[src/rtl/serv_mtimer.sv]
// RISC-V machine timer (mtime/mtimecmp) on the SERV data bus, with a level timer interrupt.
// Define MTIMER_LATCH_EN to latch mtime[63:32] on a mtime_lo read for coherent 64-bit reads.
module serv_mtimer #(
  parameter int unsigned PRESCALE  = 1,
  parameter logic [63:0] CMP_RESET = 64'hFFFF_FFFF_FFFF_FFFF
) (
  input  logic        i_clk,
  input  logic        i_rst_n,
  input  logic        i_wb_cyc,
  input  logic        i_wb_we,
  input  logic [1:0]  i_wb_adr,
  input  logic [31:0] i_wb_dat,
  input  logic [3:0]  i_wb_sel,
  output logic [31:0] o_wb_rdt,
  output logic        o_wb_ack,
  output logic        o_timer_irq
);

  localparam int unsigned CW = (PRESCALE > 1) ? $clog2(PRESCALE) : 1;

  typedef enum logic [1:0] {
    ADR_MTIME_LO = 2'd0,
    ADR_MTIME_HI = 2'd1,
    ADR_CMP_LO   = 2'd2,
    ADR_CMP_HI   = 2'd3
  } reg_adr_e;

  logic [CW-1:0] presc_cnt;
  logic [63:0]   mtime, mtime_nxt;
  logic [63:0]   mtimecmp, mtimecmp_nxt;
  logic [31:0]   rd_data;
  logic          tick, req, wr, rd;
  reg_adr_e      adr;

  function automatic logic [31:0] byte_merge(input logic [31:0] old_val,
                                             input logic [31:0] new_val,
                                             input logic [3:0]  sel);
    logic [31:0] v;
    v = old_val;
    for (int b = 0; b < 4; b++)
      if (sel[b]) v[8*b +: 8] = new_val[8*b +: 8];
    return v;
  endfunction

  assign adr  = reg_adr_e'(i_wb_adr);
  assign tick = (presc_cnt == CW'(PRESCALE - 1));
  // A request is accepted on the edge that raises ack; the cycle after ack is never a request.
  assign req  = i_wb_cyc & ~o_wb_ack;
  assign wr   = req & i_wb_we & (|i_wb_sel);
  assign rd   = req & ~i_wb_we;

`ifdef MTIMER_LATCH_EN
  logic [31:0] shadow;
`endif

  // NOTE: every always_comb output gets a default first, so no path can infer a latch.
  always_comb begin
    mtime_nxt    = tick ? mtime + 64'd1 : mtime;
    mtimecmp_nxt = mtimecmp;
    if (wr) begin
      // A CPU write overrides the tick for the whole register: the other half sees no carry.
      unique case (adr)
        ADR_MTIME_LO: mtime_nxt = {mtime[63:32], byte_merge(mtime[31:0], i_wb_dat, i_wb_sel)};
        ADR_MTIME_HI: mtime_nxt = {byte_merge(mtime[63:32], i_wb_dat, i_wb_sel), mtime[31:0]};
        ADR_CMP_LO:   mtimecmp_nxt = {mtimecmp[63:32],
                                      byte_merge(mtimecmp[31:0], i_wb_dat, i_wb_sel)};
        ADR_CMP_HI:   mtimecmp_nxt = {byte_merge(mtimecmp[63:32], i_wb_dat, i_wb_sel),
                                      mtimecmp[31:0]};
        default:      ;
      endcase
    end
  end

  always_comb begin
    rd_data = 32'd0;
    unique case (adr)
      ADR_MTIME_LO: rd_data = mtime[31:0];
`ifdef MTIMER_LATCH_EN
      ADR_MTIME_HI: rd_data = shadow;
`else
      ADR_MTIME_HI: rd_data = mtime[63:32];
`endif
      ADR_CMP_LO:   rd_data = mtimecmp[31:0];
      ADR_CMP_HI:   rd_data = mtimecmp[63:32];
      default:      ;
    endcase
  end

  // NOTE: sequential state uses non-blocking assignments so every register samples pre-edge values.
  always_ff @(posedge i_clk or negedge i_rst_n) begin
    if (!i_rst_n) begin
      presc_cnt   <= '0;
      mtime       <= 64'd0;
      mtimecmp    <= CMP_RESET;
      o_wb_ack    <= 1'b0;
      o_wb_rdt    <= 32'd0;
      o_timer_irq <= 1'b0;
    end else begin
      presc_cnt   <= tick ? '0 : presc_cnt + CW'(1);
      mtime       <= mtime_nxt;
      mtimecmp    <= mtimecmp_nxt;
      o_wb_ack    <= req;
      o_timer_irq <= (mtime >= mtimecmp);
      if (rd) o_wb_rdt <= rd_data;
    end
  end

`ifdef MTIMER_LATCH_EN
  always_ff @(posedge i_clk or negedge i_rst_n) begin
    if (!i_rst_n)                           shadow <= 32'd0;
    else if (rd && adr == ADR_MTIME_LO)     shadow <= mtime[63:32];
  end
`endif

endmodule

[config.mk]
export PLATFORM = sky130hd
export DESIGN_NAME = serv_mtimer
export DESIGN_NICKNAME = d
export VERILOG_FILES = /design/src/rtl/serv_mtimer.sv
export SDC_FILE = /design/constraint.sdc
export NUM_CORES = 1
export LEC_CHECK = 0
export CORE_MARGIN = 2
export CORE_UTILIZATION = 25
export CTS_BUF_LIST = sky130_fd_sc_hd__clkbuf_8
export CTS_CLUSTER_DIAMETER = 40
export DETAILED_ROUTE_END_ITERATION = 8
export GPL_ROUTABILITY_DRIVEN = 1
export HOLD_SLACK_MARGIN = 0.03
export PLACE_DENSITY_LB_ADDON = 0.2
export SYNTH_ARGS = -nofsm -noshare
export SYNTH_HDL_FRONTEND = slang
export SYNTH_SLANG_ARGS = --single-unit
export TNS_END_PERCENT = 50
[constraint.sdc]
create_clock -name i_clk -period 2.4 [get_ports i_clk]
set_input_delay 0.24 -clock i_clk [delete_from_list [all_inputs] [get_ports i_clk]]
set_output_delay 0.24 -clock i_clk [all_outputs]
set_load 0.05 [all_outputs]
==> results.cfg <==
[clocking]
clkSinkCount = 162
cts_root_buffer = clkbuf_8
clk_path_buf_depth = 2
clock_transition_at_the_registers_of_the_reported_paths_ns = 0.09
numCtsBuffers = 17
worst_skew_pair.late_latency_ns = 0.52
cts_tree = done
cts_max_level = 4

[floorplanning]
die_span_y_um = 204.2
core.rowCount = 73
core_region_area_um2 = 39640
initial_utilization_pct = 25.27
area_of_the_die_um2 = 41690
die_width_um = 204.2
io_pins = 76

[grt]
largest_net_degree_at_the_start_of_global_routing = 50
grt_first_pass_wirelength_um = 55020
vias_in_the_first_global_route = 8832
track_usage_pct = 17.60
antenna_violations_before_repair = 0
grt-ovfl-total = 0

[power]
p_int_mw = 7.620
p_switching_mw = 4.934
power-per-cell-area_nw_per_um2 = 958.1
power.clock.fraction_pct = 19.9
static-leakage-power_nw = 5.504
sequentialPowerShare_pct = 35.2
switching_share_pct = 39.30
power.ir.vdd_worst_mv = 0.3864
p_total_mw = 12.55
share_of_power_burned_in_combinational_logic_pct = 44.9

[logic_synthesis]
post_synth_instance_area_um2 = 10020
fraction_of_the_yosys_area_taken_by_sequential_cells_pct = 41.26
synthFlopType = dfrtp_1
synth-async-reset-ratio_pct = 100.0
syn-num-nets = 1110
synthesis.yosys.warnings = 0
post_synthesis_register_bit_count = 162
syn-instance-count = 1003
number_of_enable_type_register_cells_in_the_synthesized_netlist = 0
synthesis.area_per_instance_um2 = 9.988
netlist-cell-type-count = 63

[outcome]
outcome = completed

[worst_setup_path]
r2r_cells = 10
worstReg2RegStart = mtimecmp[17]
worstSetupPathType = reg2reg
rr_endpoint = o_timer_irq
critPathLaunch = mtimecmp[17]
r2r_setup_slack_ns = 0.05
worstSetupEndpointType = flip-flop
critical_path.startpoint_type = flip-flop
worstPathArrival_ns = 2.78
worstPathMaxFanout = 2
cp.required_ns = 2.83
endpoint = o_timer_irq

[final_layout]
flow.area_growth_from_synthesis_pct = 30.79
finish.utilization_pct = 33.05
fraction_of_final_layout_cells_with_drive_strength_greater_than_1_pct = 30.67
final_cell_mix = buf_4, nand2_1, dfrtp_1
final_common_cell = buf_4
nets = 1320
final_cells = 1752
final_design_area_no_fill_um2 = 13100

[place]
dp.final_hpwl_um = 27620
place_ws_ns = -0.1753
placed_cells_incl_taps = 1716
buffer_ports.inserted = 75
dpl-instance-area_um2 = 12530
gp_congestion = 0.8613

[routing]
vias_per_cell = 4.956
detail_route.wirelength.met1_um = 17220
wl_met2_um = 16450
detailroute.via_count = 8683
highest_routed_metal_layer = met4
drt_pass1_iterations = 5
detail-route-antenna-nets = 0
wire_per_inst_um = 20.12
number_of_design_rule_violations_left_after_detail_routing = 0
routed_wl_um = 35250
met3_length_um = 1173
detail_route.iter0.violations = 640

[sta]
min_period_over_period_pct = 97.76
worstMarginPinSlew_ns = 0.5863
period_needed_ns = 2.346
setup_slack_ns = 0.05373
clock_skew_ns = 0.01585
worst_hold_slack_ns = 0.2250
final-setup-viol-count = 0
fin_tns_setup_ns = 0
maximum_operating_frequency_mhz = 426.2
final-hold-violation-count = 0
unrepaired_setup_endpoints_after_global_routing = true
timing.slew.headroom_pct = 60.82
timing_max_transition_violations_final = 0

[worst_hold_path]
holdCritPathClass = in2async

[run]
maxCapViolations = 0
## state kept, by name, indices dropped and copies added, names as in the netlist
name,cells
mtimecmp,64
o_wb_rdt,32
o_timer_irq,1
o_wb_ack,1
mtime,64
## kinds of logic after synthesis
| kind of cell | share of synthesized area (%) |
|---|---|
| AO/OA/AOI/OAI | 12.61 |
| XOR/XNOR | 0.5245 |
| adder cells (fa/ha/maj) | 8.118 |
| buffers and inverters | 4.284 |
| flip-flops | 41.26 |
| multiplexers | 14.59 |
| AND/OR/NAND/NOR | 18.61 |
## synthesized netlist by cell type, drive strengths merged (6+ instances only)
cell / n / area share (%)
a211oi: 23 / 1.7
a21oi: 51 / 2.5
a311oi: 9 / 0.79
and3: 19 / 1.2
buf: 14 / 0.69
clkbuf: 24 / 0.90
dfrtp: 98 / 24
dfstp: 64 / 17
ha: 65 / 8.1
inv: 72 / 2.7
mux2: 64 / 7.2
mux4: 32 / 7.2
nand2: 105 / 4.0
nand2b: 7 / 0.44
nand3: 40 / 2.3
nand4: 25 / 1.8
nor2: 90 / 3.4
nor2b: 6 / 0.37
nor3: 34 / 1.9
nor4: 18 / 1.8
o211ai: 7 / 0.52
o21ai: 55 / 2.7
o22ai: 14 / 0.87
xnor2: 6 / 0.52
## critical path, cell delays in order, from the launching register on
cell       delay (ns)
dfstp_2          0.54
inv_1            0.05
ha_1             0.29
nand4_1          0.28
nor4_2           0.40
buf_4            0.16
a211oi_1         0.06
buf_4            0.14
o211ai_1         0.09
a2bb2oi_1        0.09
o211ai_1         0.18
## power groups by stage
| stage | Combinational, mW | Sequential, mW | Clock (mW) |
|---|---|---|---|
| detailed placement | 5.63 | 4.47 | 0 |
| floorplan | 2.43 | 5.22 | 0 |
| CTS | 5.67 | 4.43 | 2.56 |
| finish | 5.63 | 4.42 | 2.50 |
| global route | 6.17 | 4.55 | 2.67 |
| global placement | 5.58 | 4.46 | 0 |
## timing repair
action / 4_1_cts / 5_1_grt
gates resized for setup: 1 / 10
hold buffers: 1 / 0
endpoints found under the setup margin: 1 / 10
endpoints found under the hold margin: 37 / 0
setup buffers: 0 / 2
pin swaps: 0 / 5
## cell type report
class / count / area, um^2
multi-input cells: 731 / 5533
diodes: 1 / 2.502
repair buffers: 229 / 2026
clock inverters: 10 / 177.7
inverters: 72 / 270.3
flip-flops and latches: 162 / 4134
fillers: 4142 / 26540
clock buffers: 22 / 302.8
well taps: 525 / 656.9
## per-layer routing
metal,GRT usage (%),vias to the layer above
met5,0,-
met2,28.39,157
met1,24.70,4391
li1,-,4113
met3,2.423,22
met4,4.607,0
## worst min-delay path by stage
stage | from | end | cells after the start
after detailed placement | i_rst_n | o_wb_rdt[18] | 1
after CTS | i_rst_n | mtime[20] | 2
after global routing | i_rst_n | o_wb_rdt[18] | 2
final | i_rst_n | mtime[21] | 2
after floorplan | i_rst_n | mtime[0] | 0
after global placement | i_rst_n | o_wb_rdt[18] | 1
Power figures use the tool's default switching activity.
